<file path="src/rtl/filter_read_controller.sv">
//------------------------------------------------------------------------------
// filter_read_controller: sequences one scratchpad read per element of every
// filter in a job and drives the filter address generator strobes.
// Revision: 1.0
//------------------------------------------------------------------------------
`default_nettype none

module filter_read_controller #(
  parameter int FILTER_SIZE_REG_SIZE = 8,
  parameter int NUM_FILTERS_REG_SIZE = 8
) (
  input  logic                            clk_i,
  input  logic                            rst_ni,
  input  logic                            start_i,
  input  logic                            abort_i,
  input  logic [FILTER_SIZE_REG_SIZE-1:0] filter_size_i,
  input  logic [NUM_FILTERS_REG_SIZE-1:0] num_filters_i,
  input  logic                            filter_valid_i,
  input  logic                            pe_ready_i,
  output logic                            read_en_o,
  output logic                            put_filter_o,
  output logic                            next_filter_o,
  output logic                            end_of_filter_o,
  output logic [NUM_FILTERS_REG_SIZE-1:0] filter_idx_o,
  output logic [FILTER_SIZE_REG_SIZE-1:0] elem_idx_o,
  output logic                            last_elem_o,
  output logic                            busy_o,
  output logic                            done_o
);

  localparam logic [FILTER_SIZE_REG_SIZE-1:0] FS_ONE = {{(FILTER_SIZE_REG_SIZE-1){1'b0}}, 1'b1};
  localparam logic [NUM_FILTERS_REG_SIZE-1:0] NF_ONE = {{(NUM_FILTERS_REG_SIZE-1){1'b0}}, 1'b1};
  localparam logic [FILTER_SIZE_REG_SIZE-1:0] FS_ZERO = '0;
  localparam logic [NUM_FILTERS_REG_SIZE-1:0] NF_ZERO = '0;

  typedef enum logic [2:0] {
    S_IDLE    = 3'd0,
    S_WAIT    = 3'd1,
    S_STREAM  = 3'd2,
    S_ADVANCE = 3'd3,
    S_DONE    = 3'd4
  } state_e;

  state_e                            state_q, state_d;
  logic [FILTER_SIZE_REG_SIZE-1:0]   fsize_q, fsize_d;
  logic [FILTER_SIZE_REG_SIZE-1:0]   elem_q, elem_d;
  logic [NUM_FILTERS_REG_SIZE-1:0]   nfilt_q, nfilt_d;
  logic [NUM_FILTERS_REG_SIZE-1:0]   filt_q, filt_d;

  logic read_w;
  logic at_last_elem_w;
  logic at_last_filter_w;

  // Full-width compares against latched config minus one, so a size of
  // all-ones never needs the counter to wrap.
  assign read_w           = (state_q == S_STREAM) && pe_ready_i;
  assign at_last_elem_w   = (elem_q == (fsize_q - FS_ONE));
  assign at_last_filter_w = (filt_q == (nfilt_q - NF_ONE));

  always_ff @(posedge clk_i or negedge rst_ni) begin
    if (!rst_ni) begin
      state_q <= S_IDLE;
      fsize_q <= FS_ZERO;
      elem_q  <= FS_ZERO;
      nfilt_q <= NF_ZERO;
      filt_q  <= NF_ZERO;
    end else begin
      state_q <= state_d;
      fsize_q <= fsize_d;
      elem_q  <= elem_d;
      nfilt_q <= nfilt_d;
      filt_q  <= filt_d;
    end
  end

  always_comb begin
    state_d = state_q;
    fsize_d = fsize_q;
    elem_d  = elem_q;
    nfilt_d = nfilt_q;
    filt_d  = filt_q;

    case (state_q)
      S_IDLE: begin
        if (start_i) begin
          if ((filter_size_i != FS_ZERO) && (num_filters_i != NF_ZERO)) begin
            fsize_d = filter_size_i;
            nfilt_d = num_filters_i;
            elem_d  = FS_ZERO;
            filt_d  = NF_ZERO;
            state_d = S_WAIT;
          end else begin
            state_d = S_DONE;
          end
        end
      end
      S_WAIT: begin
        if (filter_valid_i) begin
          state_d = S_STREAM;
        end
      end
      S_STREAM: begin
        if (read_w) begin
          if (at_last_elem_w) begin
            elem_d  = FS_ZERO;
            state_d = S_ADVANCE;
          end else begin
            elem_d = elem_q + FS_ONE;
          end
        end
      end
      S_ADVANCE: begin
        if (at_last_filter_w) begin
          state_d = S_DONE;
        end else begin
          filt_d  = filt_q + NF_ONE;
          state_d = S_WAIT;
        end
      end
      S_DONE: begin
        elem_d  = FS_ZERO;
        filt_d  = NF_ZERO;
        state_d = S_IDLE;
      end
      default: begin
        state_d = S_IDLE;
      end
    endcase

    if (abort_i && (state_q != S_IDLE)) begin
      elem_d  = FS_ZERO;
      filt_d  = NF_ZERO;
      state_d = S_IDLE;
    end
  end

  assign read_en_o       = read_w;
  assign put_filter_o    = read_w;
  assign last_elem_o     = read_w && at_last_elem_w;
  assign next_filter_o   = (state_q == S_ADVANCE);
  assign end_of_filter_o = (state_q == S_ADVANCE) && at_last_filter_w;
  assign filter_idx_o    = filt_q;
  assign elem_idx_o      = elem_q;
  assign busy_o          = (state_q != S_IDLE);
  assign done_o          = (state_q == S_DONE);

endmodule

`default_nettype wire

</file>
<file path="config.mk">
export PLATFORM = sky130hd
export DESIGN_NAME = filter_read_controller
export DESIGN_NICKNAME = d
export VERILOG_FILES = /design/src/rtl/filter_read_controller.sv
export SDC_FILE = /design/constraint.sdc
export NUM_CORES = 1
export LEC_CHECK = 0
export BUFFER_PORTS_ARGS = -buffer_cell sky130_fd_sc_hd__clkbuf_2
export CELL_PAD_IN_SITES_DETAIL_PLACEMENT = 1
export CELL_PAD_IN_SITES_GLOBAL_PLACEMENT = 1
export CORE_MARGIN = 2
export CORE_UTILIZATION = 45
export CTS_CLUSTER_SIZE = 25
export DETAILED_ROUTE_END_ITERATION = 10
export HOLD_SLACK_MARGIN = 0.08
export PLACE_DENSITY = 0.84
export SYNTH_ARGS = -nofsm -noshare
export SYNTH_HDL_FRONTEND = slang
export SYNTH_SLANG_ARGS = --single-unit
export TNS_END_PERCENT = 20
</file>
<file path="constraint.sdc">
create_clock -name clk_i -period 6.7 [get_ports clk_i]
set_clock_uncertainty 0.1 [all_clocks]
set_input_delay 0.67 -clock clk_i [delete_from_list [all_inputs] [get_ports clk_i]]
set_output_delay 0.67 -clock clk_i [all_outputs]
set_load 0.01 [all_outputs]
</file>
Word-level counts from Yosys, hierarchy flattened:

Cells that the tools add are included.

* register bits after elaboration: 35
* word-level logic and storage cells: 53
* output and inout port bits: 23
* bits of input ports: 22

* equality and inequality tests: 12
* $add $sub $neg: 4
* reductions and logical operators: 15
* muxes and demuxes: 17

Operator list (count)
* 8-bit 2-to-1 mux: 7
* 8-bit case mux with 3 select lines: 2
* 3-bit 2-to-1 mux: 7
* 8-bit by 1-bit adder with 8-bit output (second input constant): 2
* 8-bit == test: 2
* 8-bit nonzero test: 2
* 8-bit by 1-bit subtractor with 8-bit output (second input constant): 2
* 3-bit case mux with 4 select lines: 1
* 4-bit AND reduction: 3
* 3-bit by 2-bit inequality test with 1-bit output (second input constant): 3
* 3-bit inequality test (second input constant): 3
* 4-bit nonzero test: 2
* 3-bit by 2-bit == test with 1-bit output (second input constant): 2
* 1-bit logical AND: 5
* 3-bit by 1-bit == test with 1-bit output (second input constant): 1
* 3-bit == test (second input constant): 1
* 3-bit logical NOT: 1
* 3-bit AND reduction: 1
* 3-bit nonzero test: 1

Depth between registers and ports, before layout:

* word-level depth: 6
* depth in mapped cells: 9
* gate-level depth less buffers: 8

Least setup slack after synthesis:

Ideal clock, no wire load.

* path kind: flip-flop to output port
* start: register nfilt_q[0]
* end: output port end_of_filter_o
* data required time: 5930 ps
* data arrival time: 2034 ps
* slack: 3896 ps
* path buffers: 1
* cell stages (with the launch flop): 9
* path through: dfrtp_1 > inv_1 > ha_1 > or3b_2 > nor4_1 > o2111ai_1 > a211o_1 > buf_2 > nor2_1

* longest elaborated chain between the ends: 3

RTL lines
* start: declaration: line 47 `logic [NUM_FILTERS_REG_SIZE-1:0] nfilt_q, nfilt_d;`
* start signal: assignment: line 71 `nfilt_q <= nfilt_d;`
* 8-bit by 1-bit subtractor with 8-bit output: line 58 `assign at_last_filter_w = (filt_q == (nfilt_q - NF_ONE));`
* 8-bit == test: line 58
* 1-bit logical AND: line 141 `assign end_of_filter_o = (state_q == S_ADVANCE) && at_last_filter_w;`
* end: declaration: line 23 `output logic end_of_filter_o,`

Every way passes these cells.

Final worst setup path:

* start: register fsize_q[1]
* end: output port last_elem_o

* longest elaborated chain between the ends: 3

RTL lines
* start: declaration: line 45 `logic [FILTER_SIZE_REG_SIZE-1:0] fsize_q, fsize_d;`
* start signal: assignment: line 69 `fsize_q <= fsize_d;`
* 8-bit by 1-bit subtractor with 8-bit output: line 57 `assign at_last_elem_w = (elem_q == (fsize_q - FS_ONE));`
* 8-bit == test: line 57
* 1-bit logical AND: line 139 `assign last_elem_o = read_w && at_last_elem_w;`
* end: declaration: line 26 `output logic last_elem_o,`

Every way passes these cells.

==> metrics.cfg <==
[detailed_routing]
wirelength_um = 6390
firstDrtPassIters = 4
route.top_layer_used = met4
wl_met3_um = 180
wl_met1_um = 3010
wl_per_cell_um = 17.6
drc_errors = 0
via_count = 2170
wl_met2_um = 3140
antenna_left = 0
via_per_inst = 5.98
drt_iter0_markers = 134

[sta]
hold_ws_ns = 0.395
slew_violations = 0
fin_crit_sh_pct = 50.8
fin_ws_ns = 3.30
relSlewSlack_pct = 37.9
tightest_slew_ns = 0.928
tns_ns = 0
setup_viol = 0
fmaxAchievable_mhz = 294
hold_viol_final = 0
rsz0062_at_grt = false
period_needed_ns = 3.40

[cells_and_area]
fill_cells = 610
diodes = 0
multiInputGateArea_mm2 = 0.00136
final_util_pct = 53.8
fin_nets = 318
fin_area_mm2 = 0.00271
layout.area.seq_um2 = 876
area_growth_pct = 16.4
drive_gt1_share_pct = 27.0

[global_routing]
grt_pass1_wl_um = 10700
antenna_found_initial = 0
grt_max_degree = 36
grt_pass1_vias = 2185
track_usage_pct = 23.1
grt_overflow = 0

[yosys]
synth_top_area_cell = dfrtp_1
yosys.cell_count.top_type = dfrtp_1
synth_nets = 276
yosys-top-cells-count = 35 x dfrtp_1, 16 x mux2_2, 15 x nor2_1
ys_types = 59
syn-cell-area_mm2 = 0.00233
synth.avg_cell_area_um2 = 9.32
synth_edf_count = 0
netlist.area_leader.share_pct = 37.6
ys_seq_area_share_pct = 37.6
synth_cells = 250
synth_ff_type = dfrtp_1
synthArstFlopShare_pct = 100
synth.area.top_cells = dfrtp_1 38%, mux2_2 7.7%, o21ai_0 3.0%, xor2_1 3.0%, nor4_1 3.0%
ys_warn_count = 0
synth_seq_cells = 35

[clock_tree]
cts_root_buf = clkbuf_8
cts_tree = done
cts_setup_buffers = 0
clkLatencyLatePin_ns = 0.29
cts_buffers = 5
ctsHoldBuffers = 0
clk_pin_slew_worst_paths_ns = 0.07
clockBufferDepth = 2
clock-sinks = 35
ctsResizeCount = 0
cts_max_level = 2

[worst_setup_path]
r2r_start = fsize_q[1]
endpoint_kind = output port
cp.required_ns = 5.93
start_kind = flip-flop
critPathKind = flip-flop to output port
startpoint = fsize_q[1]
arrival_ns = 2.63
path_max_fanout = 9

[die]
std_cell_rows = 26
start_util_pct = 46.2
dieHeight_um = 76.0
core_area_mm2 = 0.00504
die_width_um = 76.0
dieArea_mm2 = 0.00577
io_pins = 45

[run]
maxCapViolCount = 0

[power]
leakagePower_uw = 0.00117
peakVddDrop_mv = 0.162
cellPowerDensity_mw_per_mm2 = 333

[place]
pre_cts_slack_ns = 3.63
dp_hpwl_um = 4810
placed_cell_area_mm2 = 0.00260
port_buffers = 44
routabilityCongestion = 0.822

[run_status]
status = completed

[hold_path]
min_path_type = input pin to asynchronous set/reset pin

## worst max-delay path: stages (launching register included)
cell and delay, ns:
dfrtp_1 0.45, inv_1 0.08, ha_1 0.20, or3b_1 0.41, nor4_1 0.30, o2111ai_2 0.17
a211oi_4 0.40, and2_2 0.21, clkbuf_2 0.12
## worst paths after layout
check	cells past startpoint	end	slack, ns
max	8	last_elem_o	3.30
min	1	elem_idx_o[3]	0.40
max reg2reg	8	elem_idx_o[5]	3.92
min reg2reg	1	state_q[1]	0.42
max in group asynchronous	1	nfilt_q[3]	5.55
min in group clk_i	1	state_q[1]	0.42
## area by class of cell
class / instances / share of cell area (%)
clock buffers: 5 / 2.54
flip-flops and latches: 35 / 32.3
well taps: 70 / 3.23
multi-input cells: 191 / 50.1
repair buffers: 44 / 8.12
inverters: 15 / 2.08
clock inverters: 3 / 1.62
## cell usage in the layout, fill, tap and decap left out, drive strengths merged, types with 4 or more instances in the layout
cell / n
clkbuf: 49
ha: 4
mux2: 16
dfrtp: 35
nor2: 15
nand2b: 5
a21oi: 6
a31oi: 6
nand3: 10
and2: 4
nor3: 10
and3: 4
xnor2: 7
nand2: 13
o21ai: 14
xor2: 8
inv: 14
o31ai: 5
nand3b: 4
nor4: 11
## logic make-up after synthesis
family / after synthesis / synth area share (%)
DFF: 35 / 37.6
muxes: 16 / 7.73
adders and majority gates: 4 / 2.15
xor gates and xnor gates: 15 / 5.64
buffers and inverters: 24 / 4.08
AOI/OAI and AO/OA: 63 / 20.4
and+or+nand+nor: 93 / 22.5
## report_power, final
group / total (µW) / internal [µW] / switching [µW]
Sequential: 366 / 266 / 99.5
Combinational: 345 / 163 / 182
Clock: 192 / 111 / 81.4
Total: 903 / 540 / 363
## sequential cells by signal (all words and copies together), names as in the netlist
name          count
elem_idx_o        8
filter_idx_o      8
fsize_q           8
nfilt_q           8
state_q           3
## per-layer routing
metal	up-vias	global-route usage [%]
met5	-	0
met4	0	6.00
met3	5	4.17
met2	32	37.6
met1	1104	31.9
li1	1029	-
## through the flow
step / instances / total power [µW]
after floorplan: 250 / 615
final: 363 / 903
after global placement: 355 / 693
after global routing: 363 / 969
after CTS: 363 / 910
after detailed placement: 355 / 716
Note: power is estimated with default switching activity, not from simulation.
